$ cat src/rtl/timepulse_monitor_if.sv
// Monitor-side bundle between the timer's MT/MGOJAM outputs and the time-pulse monitor.
// The master drives the pulses and the error clear. The slave reports sequence state and counters.
interface timepulse_monitor_if #(
    parameter int COUNT_W = 16
);
    logic [11:0]        MT;
    logic               MGOJAM;
    logic               CLR_ERR;
    logic [3:0]         TP_NUM;
    logic               TP_STROBE;
    logic               MCT_DONE;
    logic [COUNT_W-1:0] MCT_COUNT;
    logic [COUNT_W-1:0] GOJAM_COUNT;
    logic               IN_SYNC;
    logic               STOPPED;
    logic               SEQ_ERR;
    logic [1:0]         ERR_CODE;

    modport master (
        output MT, MGOJAM, CLR_ERR,
        input  TP_NUM, TP_STROBE, MCT_DONE, MCT_COUNT, GOJAM_COUNT,
               IN_SYNC, STOPPED, SEQ_ERR, ERR_CODE
    );

    modport slave (
        input  MT, MGOJAM, CLR_ERR,
        output TP_NUM, TP_STROBE, MCT_DONE, MCT_COUNT, GOJAM_COUNT,
               IN_SYNC, STOPPED, SEQ_ERR, ERR_CODE
    );
endinterface

$ cat src/rtl/timepulse_monitor.sv
// Rebuilds the current time-pulse number from MT01..MT12 and counts completed MCTs and GOJAMs.
// It also flags sequence and encoding faults and detects a stopped timer.
module timepulse_monitor #(
    parameter int FILTER       = 2,
    parameter int STALL_CYCLES = 64,
    parameter int COUNT_W      = 16
) (
    input  logic              SIM_CLK,
    input  logic              SIM_RST,
    timepulse_monitor_if.slave mon
);
    localparam int FW = $clog2(FILTER + 2);
    localparam int SW = $clog2(STALL_CYCLES + 1);
    localparam logic [FW-1:0] FILT_V   = FW'(FILTER);
    localparam logic [FW-1:0] FILT_SAT = FW'(FILTER + 1);
    localparam logic [SW-1:0] STALL_V  = SW'(STALL_CYCLES);

    typedef enum logic [1:0] {S_IDLE, S_RUN, S_SYNC, S_STALL} state_t;

    state_t             state_q, state_d;
    logic [11:0]        mt_q, mt_d;
    logic               gj_q, gj_d, gj_dly_q, gj_dly_d;
    logic [FW-1:0]      same_q, same_d;
    logic [SW-1:0]      stall_q, stall_d;
    logic [3:0]         exp_q, exp_d;
    logic [3:0]         tp_q, tp_d;
    logic               strobe_q, strobe_d;
    logic               done_q, done_d;
    logic [COUNT_W-1:0] mct_q, mct_d;
    logic [COUNT_W-1:0] gjcnt_q, gjcnt_d;
    logic               serr_q, serr_d;
    logic [1:0]         ecode_q, ecode_d;
    logic               act, hit, err_set;
    logic [1:0]         err_val;

    function automatic logic is_onehot(input logic [11:0] c);
        return (c != 12'd0) && ((c & (c - 12'd1)) == 12'd0);
    endfunction

    function automatic logic [3:0] tp_index(input logic [11:0] c);
        logic [3:0] n;
        n = 4'd0;
        for (int i = 0; i < 12; i++) begin
            if (c[i]) n = 4'(i + 1);
        end
        return n;
    endfunction

    always_comb begin
        state_d  = state_q;
        mt_d     = mon.MT;
        gj_d     = mon.MGOJAM;
        gj_dly_d = gj_q;
        same_d   = same_q;
        stall_d  = stall_q;
        exp_d    = exp_q;
        tp_d     = tp_q;
        strobe_d = 1'b0;
        done_d   = 1'b0;
        mct_d    = mct_q;
        gjcnt_d  = gjcnt_q;
        serr_d   = serr_q;
        ecode_d  = ecode_q;
        err_set  = 1'b0;
        err_val  = 2'b00;

        // The filter count saturates one past FILTER, so each stable code fires exactly once.
        if (mon.MT != mt_q) begin
            same_d = FW'(1);
        end else if (same_q != FILT_SAT) begin
            same_d = same_q + FW'(1);
        end
        act = (same_q == FILT_V) && (mt_q != 12'd0);
        hit = act && is_onehot(mt_q) && (tp_index(mt_q) == exp_q);

        if (gj_q && !gj_dly_q) gjcnt_d = gjcnt_q + COUNT_W'(1);

        if ((state_q == S_RUN) || (state_q == S_STALL)) begin
            stall_d = (stall_q == STALL_V) ? stall_q : stall_q + SW'(1);
        end

        if (gj_q) begin
            state_d = S_IDLE;
            tp_d    = 4'd0;
        end else begin
            case (state_q)
                S_IDLE, S_SYNC: begin
                    if (act && (mt_q == 12'h001)) begin
                        state_d  = S_RUN;
                        tp_d     = 4'd1;
                        strobe_d = 1'b1;
                        exp_d    = 4'd2;
                        stall_d  = '0;
                    end
                end
                default: begin
                    if (hit) begin
                        state_d  = S_RUN;
                        tp_d     = exp_q;
                        strobe_d = 1'b1;
                        stall_d  = '0;
                        if (exp_q == 4'd12) begin
                            done_d = 1'b1;
                            mct_d  = mct_q + COUNT_W'(1);
                            exp_d  = 4'd1;
                        end else begin
                            exp_d = exp_q + 4'd1;
                        end
                    end else if (act) begin
                        err_set = 1'b1;
                        err_val = (state_q == S_STALL) ? 2'b11 :
                                  is_onehot(mt_q)      ? 2'b01 : 2'b10;
                        tp_d    = 4'd0;
                        state_d = S_SYNC;
                    end else if ((state_q == S_RUN) && (stall_d == STALL_V)) begin
                        state_d = S_STALL;
                    end
                end
            endcase
        end

        // A fault on the same edge as CLR_ERR must survive the clear.
        if (err_set) begin
            serr_d  = 1'b1;
            ecode_d = err_val;
        end else if (mon.CLR_ERR) begin
            serr_d  = 1'b0;
            ecode_d = 2'b00;
        end
    end

    always_ff @(posedge SIM_CLK or posedge SIM_RST) begin
        if (SIM_RST) begin
            state_q  <= S_IDLE;
            mt_q     <= '0;
            gj_q     <= 1'b0;
            gj_dly_q <= 1'b0;
            same_q   <= '0;
            stall_q  <= '0;
            exp_q    <= 4'd1;
            tp_q     <= '0;
            strobe_q <= 1'b0;
            done_q   <= 1'b0;
            mct_q    <= '0;
            gjcnt_q  <= '0;
            serr_q   <= 1'b0;
            ecode_q  <= 2'b00;
        end else begin
            state_q  <= state_d;
            mt_q     <= mt_d;
            gj_q     <= gj_d;
            gj_dly_q <= gj_dly_d;
            same_q   <= same_d;
            stall_q  <= stall_d;
            exp_q    <= exp_d;
            tp_q     <= tp_d;
            strobe_q <= strobe_d;
            done_q   <= done_d;
            mct_q    <= mct_d;
            gjcnt_q  <= gjcnt_d;
            serr_q   <= serr_d;
            ecode_q  <= ecode_d;
        end
    end

    assign mon.TP_NUM      = tp_q;
    assign mon.TP_STROBE   = strobe_q;
    assign mon.MCT_DONE    = done_q;
    assign mon.MCT_COUNT   = mct_q;
    assign mon.GOJAM_COUNT = gjcnt_q;
    assign mon.IN_SYNC     = (state_q == S_RUN) || (state_q == S_STALL);
    assign mon.STOPPED     = (state_q == S_STALL);
    assign mon.SEQ_ERR     = serr_q;
    assign mon.ERR_CODE    = ecode_q;
endmodule
$ cat src/flat_wrapper.sv
// flat-port wrapper written by rule: the top's interface ports become plain ports
module timepulse_monitor_flat 
#(
    parameter int FILTER       = 2,
    parameter int STALL_CYCLES = 64,
    parameter int COUNT_W      = 16
)
  (SIM_CLK, SIM_RST, mon_MT, mon_MGOJAM, mon_CLR_ERR, mon_TP_NUM, mon_TP_STROBE, mon_MCT_DONE, mon_MCT_COUNT, mon_GOJAM_COUNT, mon_IN_SYNC, mon_STOPPED, mon_SEQ_ERR, mon_ERR_CODE);
  timepulse_monitor_if #(.COUNT_W(COUNT_W)) mon_i ();
  input  logic SIM_CLK;
  input  logic SIM_RST;
  input wire logic [$bits(mon_i.MT)-1:0] mon_MT;
  input wire logic [$bits(mon_i.MGOJAM)-1:0] mon_MGOJAM;
  input wire logic [$bits(mon_i.CLR_ERR)-1:0] mon_CLR_ERR;
  output wire logic [$bits(mon_i.TP_NUM)-1:0] mon_TP_NUM;
  output wire logic [$bits(mon_i.TP_STROBE)-1:0] mon_TP_STROBE;
  output wire logic [$bits(mon_i.MCT_DONE)-1:0] mon_MCT_DONE;
  output wire logic [$bits(mon_i.MCT_COUNT)-1:0] mon_MCT_COUNT;
  output wire logic [$bits(mon_i.GOJAM_COUNT)-1:0] mon_GOJAM_COUNT;
  output wire logic [$bits(mon_i.IN_SYNC)-1:0] mon_IN_SYNC;
  output wire logic [$bits(mon_i.STOPPED)-1:0] mon_STOPPED;
  output wire logic [$bits(mon_i.SEQ_ERR)-1:0] mon_SEQ_ERR;
  output wire logic [$bits(mon_i.ERR_CODE)-1:0] mon_ERR_CODE;
  assign mon_i.MT = mon_MT;
  assign mon_i.MGOJAM = mon_MGOJAM;
  assign mon_i.CLR_ERR = mon_CLR_ERR;
  assign mon_TP_NUM = mon_i.TP_NUM;
  assign mon_TP_STROBE = mon_i.TP_STROBE;
  assign mon_MCT_DONE = mon_i.MCT_DONE;
  assign mon_MCT_COUNT = mon_i.MCT_COUNT;
  assign mon_GOJAM_COUNT = mon_i.GOJAM_COUNT;
  assign mon_IN_SYNC = mon_i.IN_SYNC;
  assign mon_STOPPED = mon_i.STOPPED;
  assign mon_SEQ_ERR = mon_i.SEQ_ERR;
  assign mon_ERR_CODE = mon_i.ERR_CODE;
  timepulse_monitor #(.FILTER(FILTER), .STALL_CYCLES(STALL_CYCLES), .COUNT_W(COUNT_W)) u_core (.SIM_CLK(SIM_CLK), .SIM_RST(SIM_RST), .mon(mon_i));
endmodule
$ cat config.mk
export PLATFORM = sky130hd
export DESIGN_NAME = timepulse_monitor_flat
export DESIGN_NICKNAME = d
export VERILOG_FILES = /design/src/rtl/timepulse_monitor_if.sv /design/src/rtl/timepulse_monitor.sv /design/src/flat_wrapper.sv
export SDC_FILE = /design/constraint.sdc
export NUM_CORES = 1
export LEC_CHECK = 0
export CORE_MARGIN = 1.5
export CORE_UTILIZATION = 50
export DETAILED_ROUTE_END_ITERATION = 16
export GPL_TIMING_DRIVEN = 0
export HOLD_SLACK_MARGIN = 0.05
export PLACE_DENSITY_LB_ADDON = 0.3
export SYNTH_ARGS = -nofsm -noshare
export SYNTH_HDL_FRONTEND = slang
export SYNTH_SLANG_ARGS = --single-unit
$ cat constraint.sdc
create_clock -name SIM_CLK -period 6.3 [get_ports SIM_CLK]
set_input_delay 0.63 -clock SIM_CLK [delete_from_list [all_inputs] [get_ports SIM_CLK]]
set_output_delay 0.63 -clock SIM_CLK [all_outputs]
set_load 0.01 [all_outputs]
==> flow_metrics.tcl <==
set metrics [dict create \
    drc 0 \
    grt-ovfl-total 0 \
    hp-class "reg2reg" \
    r2r_start "u_core.mt_q[7]" \
    die_area_sq_mm 0.00763 \
    drt-initial-drc-count 153 \
    netlist_instances 340 \
    cts.sinks 70 \
    port_buffers 58 \
    fin_crit_ns 2.94 \
    crit_path_end_kind "register" \
    maxCapViolCount 0 \
    ios 59 \
    layout-drive-gt1-share 0.0850 \
    worstPathArrival_ns 3.22 \
    cts_tree "done" \
    most-common-layout-cells "dfrtp_1, clkdlybuf4s50_1, nor2_1" \
    synth-async-reset-ratio 1.00 \
    dieHeight_um 87.3 \
    num_rows 30 \
    ir_drop_mv 0.0968 \
    drv_slew 0 \
    setup_tns_ns 0 \
    nets 433 \
    vias_per_cell 5.51 \
    cts_buffers 9 \
    whs_path_depth 1 \
    hold_viol 0 \
    cts_resized 0 \
    rsz0062_at_grt "no" \
    crit_fanout 10 \
    grt_pass1_vias 2659 \
    grt_max_degree 71 \
    ys.flop_type "dfrtp_1" \
    grt_pass1_wl_mm 12.2 \
    post-place-ws_ns 3.39 \
    ys_seq_area_frac 0.493 \
    ant_nets 0 \
    critPathLaunchType "register" \
    cts_buffer_depth 2 \
    core_sq_mm 0.00683 \
    synth-edff-count 0 \
    status "complete, no violations" \
    leakage_nw 1.87 \
    wl_per_cell_um 14.0 \
    firstDrtPassIters 4 \
    wl_mm 7.10 \
    diodes 0 \
    die_x_um 87.3 \
    synth.avg_cell_area_sq_um 10.5 \
    period_share 0.467 \
    hold_buffers 0 \
    antenna_found_initial 0 \
    setup_ws_ns 3.36 \
    max_freq_mhz 340 \
    powerDensity_mw_per_mm2 215 \
    cts.htree.levels 3 \
    tightest_slew_ns 0.832 \
    root_buffer "clkbuf_8" \
    grt_usage 0.203 \
    path_class "reg2reg" \
    synth_fp_nets 364 \
    syn_to_final_growth_pct 24.8 \
    required_ns 6.58 \
    hpwlAfterDp_mm 5.10 \
    final_common_cell "dfrtp_1" \
    ys_seq_elements 70 \
    yosys_warnings 0 \
    globalplace.congestion 0.847 \
    hold_path.startpoint "u_core.mon.MCT_COUNT[15]" \
    vias 2799 \
    critical_path.startpoint "u_core.mt_q[7]" \
    synth_area_sq_mm 0.00356 \
    relSlewSlack 0.446 \
    finish.instance_area_sq_mm 0.00444 \
    path_clk_slew_ns 0.08 \
    clk_latency_ns 0.34 \
    yosysUniqueCellTypes 63 \
    fin_worst_skew_ns 0.0127 \
    cts_setup_buffers 0 \
    setup_viol_count_final 0 \
    r2r_cells 8 \
    placed_area_sq_mm 0.00426 \
    initial_core_util 0.521 \
]
-- cell usage after synthesis (5+ instances only) --
master	number	area [sq um]
dfrtp_1	69	1730
nor2_1	31	116
nand2_1	25	93.8
xor2_1	25	219
xnor2_1	24	210
nand4_1	15	93.8
nand3_1	11	55.1
nor3_1	11	55.1
a21oi_1	10	50.1
inv_1	9	33.8
o21ai_0	9	45.0
ha_1	8	100
nor2b_1	8	50.1
clkbuf_1	7	26.3
and3_1	6	37.5
and2_1	5	31.3
-- cells by family (layout without fill, tap and decap cells) --
kind of cell | after synthesis | after routing | synth area share
buf+inv | 20 | 92 | 0.0229
compound gates | 48 | 48 | 0.100
simple gates | 138 | 138 | 0.213
flops | 70 | 70 | 0.493
xor+xnor | 50 | 50 | 0.125
mux | 5 | 5 | 0.0148
fa+ha+maj | 9 | 9 | 0.0310
-- worst paths after layout --
| kind | end | slack [ns] |
|---|---|---|
| max in group asynchronous | u_core.stall_q[0] | 4.95 |
| worst min-delay path | u_core.mon.MCT_COUNT[15] | 0.49 |
| min in group asynchronous | u_core.mon.GOJAM_COUNT[5] | 0.82 |
| worst max register to register | u_core.exp_q[1] | 3.36 |
| worst min register to register | u_core.mon.MCT_COUNT[15] | 0.49 |
| worst max-delay path | u_core.exp_q[1] | 3.36 |
-- power breakdown --
part | total [mW] | leakage, nW | switching, mW | internal, mW
Combinational | 0.112 | 0.861 | 0.0494 | 0.0627
Sequential | 0.502 | 0.927 | 0.0296 | 0.472
Clock | 0.339 | 0.0842 | 0.161 | 0.178
Total | 0.953 | 1.87 | 0.240 | 0.713
-- metal layers --
metal / vias up / track usage / part of all wire
li1: 1338 / - / -
met1: 1372 / 0.261 / 0.46
met2: 79 / 0.332 / 0.48
met3: 10 / 0.0417 / 0.047
met4: 0 / 0.0880 / 0.011
met5: - / 0 / 0
-- worst max-delay path, stage by stage, from the launching register on --
cell,delay [ns]
dfrtp_1,0.49
or4_4,0.62
or3_1,0.32
o21ai_0,0.17
nand4b_1,0.24
nor3_2,0.55
o21ai_1,0.17
inv_2,0.18
o22a_1,0.15
-- stage by stage --
stage | hold WS [ns] | power [mW] | utilization | std cells
2_1_floorplan | 0.478 | 0.560 | - | 340
3_3_place_gp | 0.463 | 0.619 | 0.623 | 494
3_5_place_dp | 0.482 | 0.623 | 0.624 | 494
4_1_cts | 0.493 | 0.962 | 0.650 | 508
5_1_grt | 0.506 | 0.997 | 0.650 | 508
6_report | 0.488 | 0.953 | 0.650 | 508
-- layout make-up --
class | count | area (sq um)
multi-input combinational | 250 | 1720
sequential | 70 | 1750
buffer | 10 | 43.8
timing repair buffer | 58 | 581
inverter | 10 | 40.0
clock inverter | 4 | 50.0
fill | 557 | 2390
tap | 96 | 120
clock buffer | 10 | 128
-- sequential cells by signal, summed over array words and instances (netlist names) --
register and count:
u_core.same_q 2, u_core.mon.TP_STROBE 1, u_core.mon.ERR_CODE 2, u_core.mt_q 12, u_core.exp_q 4, u_core.mon.SEQ_ERR 1, u_core.stall_q 7, u_core.gj_dly_q 1
u_core.state_q 2, u_core.mon.MCT_DONE 1, u_core.mon.TP_NUM 4, u_core.mon.GOJAM_COUNT 16, u_core.gj_dly_d 1, u_core.mon.MCT_COUNT 16
Note: power is estimated with default switching activity, not from simulation.
